[config.mk]
export PLATFORM = sky130hd
export DESIGN_NAME = vd_frame_ctrl
export DESIGN_NICKNAME = d
export VERILOG_FILES = /design/src/rtl/vd_frame_ctrl.sv
export SDC_FILE = /design/constraint.sdc
export NUM_CORES = 1
export LEC_CHECK = 0
export CORE_MARGIN = 2
export CORE_UTILIZATION = 25
export CTS_BUF_LIST = sky130_fd_sc_hd__clkbuf_8 sky130_fd_sc_hd__clkbuf_16
export DETAILED_ROUTE_END_ITERATION = 8
export PLACE_DENSITY = 0.42
export SYNTH_ARGS = -nofsm -noshare
export SYNTH_HDL_FRONTEND = slang
export SYNTH_SLANG_ARGS = --single-unit
export TNS_END_PERCENT = 30
[constraint.sdc]
create_clock -name CLOCK -period 4.23 [get_ports CLOCK]
set_input_delay 0.846 -clock CLOCK [delete_from_list [all_inputs] [get_ports CLOCK]]
set_output_delay 0.846 -clock CLOCK [all_outputs]
set_load 0.01 [all_outputs]
[src/rtl/vd_frame_ctrl.sv]
// Frame controller for a Viterbi decoder: syncs on the first nonzero symbol, forwards frame_len
// data symbols, appends TAIL zero symbols, then drains zeros until frame_len decoded bits are out.
module vd_frame_ctrl #(
  parameter int WD_CODE = 2,
  parameter int LEN_W   = 12,
  parameter int TAIL    = 8,
  parameter int DEC_LAT = 40,
  parameter int SYM_DIV = 4
) (
  input  logic               CLOCK,
  input  logic               Reset,
  input  logic               start,
  input  logic [LEN_W-1:0]   frame_len,
  input  logic               sym_stb,
  input  logic [WD_CODE-1:0] sym_code,
  output logic               dec_active,
  output logic [WD_CODE-1:0] dec_code,
  output logic               dec_stb,
  input  logic               dec_out,
  output logic               bit_out,
  output logic               bit_valid,
  output logic               busy,
  output logic               frame_done,
  output logic               overrun,
  output logic [2:0]         state_dbg
);

  // Strobes carry no backpressure: sym_stb, dec_stb and bit_valid are one-cycle "valid" pulses
  // whose data is taken in that same cycle; the consumer is always ready.

  localparam int CW = LEN_W + 1;
  localparam int DW = $clog2(SYM_DIV);

  typedef enum logic [2:0] {IDLE, SYNC, RUN, FLUSH, DRAIN} state_t;

  state_t          state, state_nxt;
  logic [CW-1:0]   len_q, stb_idx, bit_cnt, tail_cnt;
  logic [DW-1:0]   div_cnt;
  logic            accept_start, take_data, take_zero, set_ovr;
  logic            bits_left, div_tick, sample, finish;

  assign busy      = (state != IDLE);
  assign state_dbg = state;

  always_ff @(posedge CLOCK) begin
    if (!Reset) state <= IDLE;
    else        state <= state_nxt;
  end

  always_comb begin
    state_nxt    = state;
    accept_start = 1'b0;
    take_data    = 1'b0;
    take_zero    = 1'b0;
    set_ovr      = 1'b0;
    bits_left    = (bit_cnt < len_q);
    // Generated symbols stop as soon as the last bit is counted, so none leaks past frame_done.
    div_tick     = (div_cnt == DW'(SYM_DIV - 1)) && bits_left;
    sample       = dec_stb && (stb_idx > CW'(DEC_LAT)) && bits_left;
    finish       = bit_valid && (bit_cnt == len_q) && (state != IDLE);
    unique case (state)
      IDLE: begin
        if (start) begin
          accept_start = 1'b1;
          state_nxt    = SYNC;
        end
      end
      SYNC: begin
        if (sym_stb && (sym_code != '0)) begin
          take_data = 1'b1;
          state_nxt = (len_q == CW'(1)) ? FLUSH : RUN;
        end
      end
      RUN: begin
        if (sym_stb) begin
          take_data = 1'b1;
          if (stb_idx + CW'(1) == len_q) state_nxt = FLUSH;
        end
      end
      FLUSH: begin
        set_ovr = sym_stb;
        if (div_tick) begin
          take_zero = 1'b1;
          if (tail_cnt == CW'(TAIL - 1)) state_nxt = DRAIN;
        end
      end
      DRAIN: begin
        set_ovr   = sym_stb;
        take_zero = div_tick;
      end
      default: state_nxt = IDLE;
    endcase
    if (finish) state_nxt = IDLE;
  end

  always_ff @(posedge CLOCK) begin
    if (!Reset) begin
      len_q      <= '0;
      stb_idx    <= '0;
      bit_cnt    <= '0;
      tail_cnt   <= '0;
      div_cnt    <= '0;
      dec_active <= 1'b0;
      dec_code   <= '0;
      dec_stb    <= 1'b0;
      bit_out    <= 1'b0;
      bit_valid  <= 1'b0;
      frame_done <= 1'b0;
      overrun    <= 1'b0;
    end else begin
      dec_stb    <= take_data | take_zero;
      bit_valid  <= sample;
      frame_done <= finish;
      if (accept_start) begin
        len_q    <= (frame_len == '0) ? CW'(1) : {1'b0, frame_len};
        stb_idx  <= '0;
        bit_cnt  <= '0;
        tail_cnt <= '0;
      end else begin
        if (take_data | take_zero)        stb_idx  <= stb_idx + CW'(1);
        if (sample)                       bit_cnt  <= bit_cnt + CW'(1);
        if (take_zero && (state == FLUSH)) tail_cnt <= tail_cnt + CW'(1);
      end
      if (take_data)      dec_code <= sym_code;
      else if (take_zero) dec_code <= '0;
      if (sample) bit_out <= dec_out;
      // Spacing counter restarts on entry to FLUSH, so the first tail lands SYM_DIV cycles later.
      if ((state == FLUSH) || (state == DRAIN))
        div_cnt <= (div_cnt == DW'(SYM_DIV - 1)) ? '0 : div_cnt + DW'(1);
      else
        div_cnt <= '0;
      if (frame_done)     dec_active <= 1'b0;
      else if (take_data) dec_active <= 1'b1;
      if (accept_start)   overrun <= 1'b0;
      else if (set_ovr)   overrun <= 1'b1;
    end
  end

endmodule

==> report_table.html <==
<table>
<tr><th>Metric</th><th>Value</th></tr>
<tr><th colspan="2">Status</th></tr>
<tr><td>Run status</td><td>completed</td></tr>
<tr><th colspan="2">Synthesis</th></tr>
<tr><td>Async SR Flop Fraction</td><td>0%</td></tr>
<tr><td>Syn Area/Cell</td><td>8.06 um2</td></tr>
<tr><td>Sequential-to-total area share from yosys stat</td><td>35.2%</td></tr>
<tr><td>Post-synth top flop</td><td>sky130_fd_sc_hd__dfxtp_1</td></tr>
<tr><td>Top cell type by total area after synthesis</td><td>sky130_fd_sc_hd__dfxtp_1</td></tr>
<tr><td>Synthesized net count</td><td>488</td></tr>
<tr><td>Count of mapped cells out of synthesis</td><td>452</td></tr>
<tr><td>Register bit count reported by yosys</td><td>64</td></tr>
<tr><td>Number of synthesized flops with an enable pin</td><td>0</td></tr>
<tr><td>Dominant cells by area after synthesis</td><td>sky130_fd_sc_hd__dfxtp_1, sky130_fd_sc_hd__a21oi_1, sky130_fd_sc_hd__ha_1</td></tr>
<tr><td>Portion of synthesized cell area occupied by the leading cell type</td><td>35.2%</td></tr>
<tr><td>Cell variety after synth</td><td>56</td></tr>
<tr><td>Cell Area, Synth</td><td>0.00364 mm2</td></tr>
<tr><td>Yosys warning total</td><td>0</td></tr>
<tr><th colspan="2">Timing</th></tr>
<tr><td>Number of pins with negative max-slew slack in the final report</td><td>0</td></tr>
<tr><td>Unrepaired setup endpoints after global routing</td><td>false</td></tr>
<tr><td>Setup TNS</td><td>0 ns</td></tr>
<tr><td>Slew of the pin with the lowest slew margin</td><td>0.796 ns</td></tr>
<tr><td>Max frequency</td><td>324 MHz</td></tr>
<tr><td>Number of failing hold endpoints at the final stage</td><td>0</td></tr>
<tr><td>Fin crit period</td><td>3.08 ns</td></tr>
<tr><td>Final Skew</td><td>0.00746 ns</td></tr>
<tr><td>Final-report setup violation count</td><td>0</td></tr>
<tr><td>Ratio of final minimum period to clock period</td><td>72.9%</td></tr>
<tr><td>Max-slew headroom at the worst pin</td><td>46.7%</td></tr>
<tr><th colspan="2">Clocking</th></tr>
<tr><td>Clock latency reported for the late side of the worst-skew pair</td><td>0.33 ns</td></tr>
<tr><td>Maximum clock insertion buffer count</td><td>2</td></tr>
<tr><td>Clock buffers created by TritonCTS</td><td>9</td></tr>
<tr><td>Post-CTS setup repair buffer count</td><td>0</td></tr>
<tr><td>Clock tree from TritonCTS</td><td>done</td></tr>
<tr><td>Cell chosen for the clock root</td><td>sky130_fd_sc_hd__clkbuf_16</td></tr>
<tr><td>Number of buffers added to fix hold violations after cts</td><td>0</td></tr>
<tr><td>H-tree levels</td><td>3</td></tr>
<tr><td># clock sinks</td><td>64</td></tr>
<tr><td>Clock-pin slew on the worst setup and hold paths</td><td>0.06 ns</td></tr>
<tr><td>Number of cells upsized or downsized after cts</td><td>0</td></tr>
<tr><th colspan="2">Placement</th></tr>
<tr><td>Global placement routability congestion</td><td>0.848</td></tr>
<tr><td>Port bufs</td><td>30</td></tr>
<tr><td>Post-detail-place hpwl</td><td>7.93 mm</td></tr>
<tr><td>Post-DP Area</td><td>0.00411 mm2</td></tr>
<tr><th colspan="2">Critical path</th></tr>
<tr><td>Setup crit start kind</td><td>flop</td></tr>
<tr><td>Critical Path RT</td><td>4.50 ns</td></tr>
<tr><td>Kind of critical path</td><td>flop to flop</td></tr>
<tr><td>Kind of end point of the critical path</td><td>flop</td></tr>
<tr><td>Critical-path maximum fanout</td><td>25</td></tr>
<tr><td>Register-to-register setup slack</td><td>1.15 ns</td></tr>
<tr><td>Count of cells along the worst register-to-register path</td><td>8</td></tr>
<tr><td>Worst reg2reg path startpoint</td><td>len_q[7]$_SDFFE_PN0P_</td></tr>
<tr><td>Critical register-to-register path endpoint</td><td>bit_cnt[9]$_SDFFE_PP0P_</td></tr>
<tr><td>Critical path data arrival time</td><td>3.35 ns</td></tr>
<tr><th colspan="2">Floorplanning</th></tr>
<tr><td>Number of placement rows</td><td>44</td></tr>
<tr><td>Starting density of the core</td><td>25.4%</td></tr>
<tr><td>Vertical die dimension</td><td>125 um</td></tr>
<tr><td>Core area</td><td>0.0144 mm2</td></tr>
<tr><td>Area enclosed by the die boundary</td><td>0.0156 mm2</td></tr>
<tr><td>Width of the die</td><td>125 um</td></tr>
<tr><td>I/O pins</td><td>31</td></tr>
<tr><th colspan="2">Power</th></tr>
<tr><td>Internal power component</td><td>1.19 mW</td></tr>
<tr><td>NetSw</td><td>0.546 mW</td></tr>
<tr><td>Proportion of power drawn by the clock network</td><td>37.9%</td></tr>
<tr><td>Leakage power figure</td><td>1.50 nW</td></tr>
<tr><td>Worst supply voltage drop on vdd</td><td>0.185 mV</td></tr>
<tr><td>Portion of total power attributed to sequential cells</td><td>39.9%</td></tr>
<tr><td>Power density cells</td><td>397 mW/mm2</td></tr>
<tr><td>Part of the total power dissipated in combinational logic</td><td>22.2%</td></tr>
<tr><td>Switching share of power</td><td>31.5%</td></tr>
<tr><th colspan="2">Hold path</th></tr>
<tr><td>Worst hold path cell count</td><td>1</td></tr>
<tr><td>Worst Hold Path EP</td><td>div_cnt[0]$_SDFF_PP0_</td></tr>
<tr><td>Beginning of the worst hold path</td><td>div_cnt[0]$_SDFF_PP0_</td></tr>
<tr><td>Worst hold path type</td><td>flop to flop</td></tr>
<tr><th colspan="2">Route</th></tr>
<tr><td>Routed wire per std cell</td><td>15.9 um</td></tr>
<tr><td>Post-DRT Antenna Nets</td><td>0</td></tr>
<tr><td>Number of detailed-routing iterations run before antenna repair</td><td>4</td></tr>
<tr><td>Via count</td><td>3,372</td></tr>
<tr><td>Detailed-route vias per instance</td><td>5.09</td></tr>
<tr><td>Post-Route WL</td><td>10.6 mm</td></tr>
<tr><td>Number of remaining DRC errors</td><td>0</td></tr>
<tr><td>Initial drt markers</td><td>141</td></tr>
<tr><th colspan="2">Cells and area</th></tr>
<tr><td>Core occupancy in the finished layout</td><td>30.4%</td></tr>
<tr><td>Area added between synthesis and finish</td><td>19.8%</td></tr>
<tr><td>Fraction of final layout cells with drive strength greater than 1</td><td>5.43%</td></tr>
<tr><td>Net count, final</td><td>511</td></tr>
<tr><td>Antenna cells</td><td>0</td></tr>
<tr><td>Final design instance area without fill</td><td>0.00437 mm2</td></tr>
<tr><th colspan="2">Global route</th></tr>
<tr><td>Global-route usage over all layers</td><td>13.8%</td></tr>
<tr><td>Grt ovf</td><td>0</td></tr>
<tr><td>Global-route wire length before repair</td><td>17.0 mm</td></tr>
<tr><td>Maximum number of pins on one net before global-route repair</td><td>28</td></tr>
<tr><td>Antenna violations before repair</td><td>0</td></tr>
<tr><td>Number of global-route vias before repair</td><td>3,185</td></tr>
<tr><th colspan="2">Job</th></tr>
<tr><td>Max Cap Violations</td><td>0</td></tr>
</table>
[cell type report]
cell class | count | area, um2
Fill cell | 1539 | 10000
Multi-Input combinational cell | 340 | 2160
Sequential cell | 64 | 1280
Timing Repair Buffer | 33 | 335
Tap cell | 184 | 230
Clock buffer | 9 | 225
Inverter | 27 | 101
Clock inverter | 6 | 30.0
[stage by stage]
| stage | instances | power [mW] | setup WS, ns | hold WS (ns) |
|---|---|---|---|---|
| after global routing | 663 | 1.82 | 0.899 | 0.461 |
| after CTS | 663 | 1.75 | 1.17 | 0.439 |
| after global placement | 648 | 1.09 | 1.11 | 0.418 |
| after detailed placement | 648 | 1.09 | 1.02 | 0.431 |
| after floorplan | 452 | 0.942 | 1.88 | 0.408 |
| final | 663 | 1.73 | 1.15 | 0.436 |
[power by group through the flow]
| stage | sequential [mW] | combinational (mW) | clock [mW] |
|---|---|---|---|
| floorplan | 0.679 | 0.263 | 0 |
| global placement | 0.705 | 0.383 | 0 |
| detailed placement | 0.705 | 0.385 | 0 |
| CTS | 0.693 | 0.386 | 0.666 |
| global route | 0.699 | 0.427 | 0.692 |
| finish | 0.691 | 0.384 | 0.656 |
[per-layer routing]
layer	track usage, %	wire (um)	part of all wire [%]	vias up
met5	0	0	0	-
met1	18.1	5040	48	1585
li1	-	-	-	1699
met2	22.2	4810	46	70
met4	6.28	253	2.4	0
met3	2.45	458	4.3	18
[registers in the layout (all words and copies together) (netlist names)]
| name | flops |
|---|---|
| dec_active | 1 |
| dec_code | 2 |
| tail_cnt | 13 |
| len_q | 12 |
| overrun | 1 |
| bit_cnt | 13 |
| dec_stb | 1 |
| bit_valid | 1 |
| frame_done | 1 |
| state_dbg | 3 |
| stb_idx | 13 |
| div_cnt | 2 |
| bit_out | 1 |
[synthesized netlist by cell type (3+ instances only)]
| cell | count |
|---|---|
| sky130_fd_sc_hd__xor2_1 | 7 |
| sky130_fd_sc_hd__nor2b_1 | 5 |
| sky130_fd_sc_hd__dfxtp_1 | 64 |
| sky130_fd_sc_hd__buf_2 | 4 |
| sky130_fd_sc_hd__nor2_1 | 26 |
| sky130_fd_sc_hd__nand3_1 | 21 |
| sky130_fd_sc_hd__a22oi_1 | 3 |
| sky130_fd_sc_hd__or4_1 | 13 |
| sky130_fd_sc_hd__buf_4 | 4 |
| sky130_fd_sc_hd__ha_1 | 17 |
| sky130_fd_sc_hd__a21oi_1 | 44 |
| sky130_fd_sc_hd__o21ai_0 | 16 |
| sky130_fd_sc_hd__o211ai_1 | 3 |
| sky130_fd_sc_hd__and4_1 | 8 |
| sky130_fd_sc_hd__and2_1 | 9 |
| sky130_fd_sc_hd__nor4_1 | 10 |
| sky130_fd_sc_hd__inv_1 | 26 |
| sky130_fd_sc_hd__mux2i_1 | 5 |
| sky130_fd_sc_hd__nand2_1 | 46 |
| sky130_fd_sc_hd__a31oi_1 | 5 |
| sky130_fd_sc_hd__xnor2_1 | 11 |
| sky130_fd_sc_hd__and3_1 | 5 |
| sky130_fd_sc_hd__o31ai_1 | 9 |
| sky130_fd_sc_hd__or3_1 | 20 |
| sky130_fd_sc_hd__nand4_1 | 6 |
| sky130_fd_sc_hd__clkbuf_1 | 12 |
| sky130_fd_sc_hd__nor3_1 | 6 |
| sky130_fd_sc_hd__o21ai_1 | 10 |
[layout by cell type, fill, tap and decap left out, drive strengths merged, types with 6 or more instances in the layout]
master	synthesis	routed
xor2	7	7
clkbuf	12	9
nand2	46	46
inv	26	28
or3	20	20
and2	9	9
clkdlybuf4s50	0	30
and4	8	8
or4	13	13
o21ai	26	26
nand4	7	7
ha	17	17
nor2	27	27
nor3	6	6
nor4	10	10
xnor2	11	11
a21oi	44	44
o31ai	10	10
dfxtp	64	64
nand3	21	21
[how the worst max path moves through the flow]
stage | start | to | slack, ns | cells past startpoint
global route | len_q[7]$_SDFFE_PN0P_ | bit_cnt[9]$_SDFFE_PP0P_ | 0.90 | 8
CTS | len_q[7]$_SDFFE_PN0P_ | bit_cnt[9]$_SDFFE_PP0P_ | 1.17 | 8
finish | len_q[7]$_SDFFE_PN0P_ | bit_cnt[9]$_SDFFE_PP0P_ | 1.15 | 8
detailed placement | sym_code[1] | stb_idx[11]$_SDFFE_PP0P_ | 1.02 | 7
global placement | sym_code[1] | stb_idx[10]$_SDFFE_PP0P_ | 1.11 | 7
floorplan | len_q[7]$_SDFFE_PN0P_ | bit_cnt[10]$_SDFFE_PP0P_ | 1.88 | 10
[worst max-delay path, stage by stage (launching register included)]
cell	delay (ns)
sky130_fd_sc_hd__dfxtp_1	0.44
sky130_fd_sc_hd__inv_1	0.07
sky130_fd_sc_hd__ha_1	0.32
sky130_fd_sc_hd__and4_1	0.21
sky130_fd_sc_hd__nor2b_1	0.16
sky130_fd_sc_hd__o31ai_4	0.39
sky130_fd_sc_hd__nand4_2	0.59
sky130_fd_sc_hd__or4_1	0.68
sky130_fd_sc_hd__a21oi_1	0.15
[cells by family after synthesis]
| logic type | Yosys count | synth area share (%) |
|---|---|---|
| DFF | 64 | 35.2 |
| muxes | 6 | 1.68 |
| adders and majority gates | 17 | 5.84 |
| xor gates and xnor gates | 18 | 4.33 |
| buffers and inverters | 48 | 5.49 |
| AOI/OAI and AO/OA | 110 | 19.0 |
| and+or+nand+nor | 189 | 28.5 |
No activity file was read; power rests on OpenSTA's default activity.
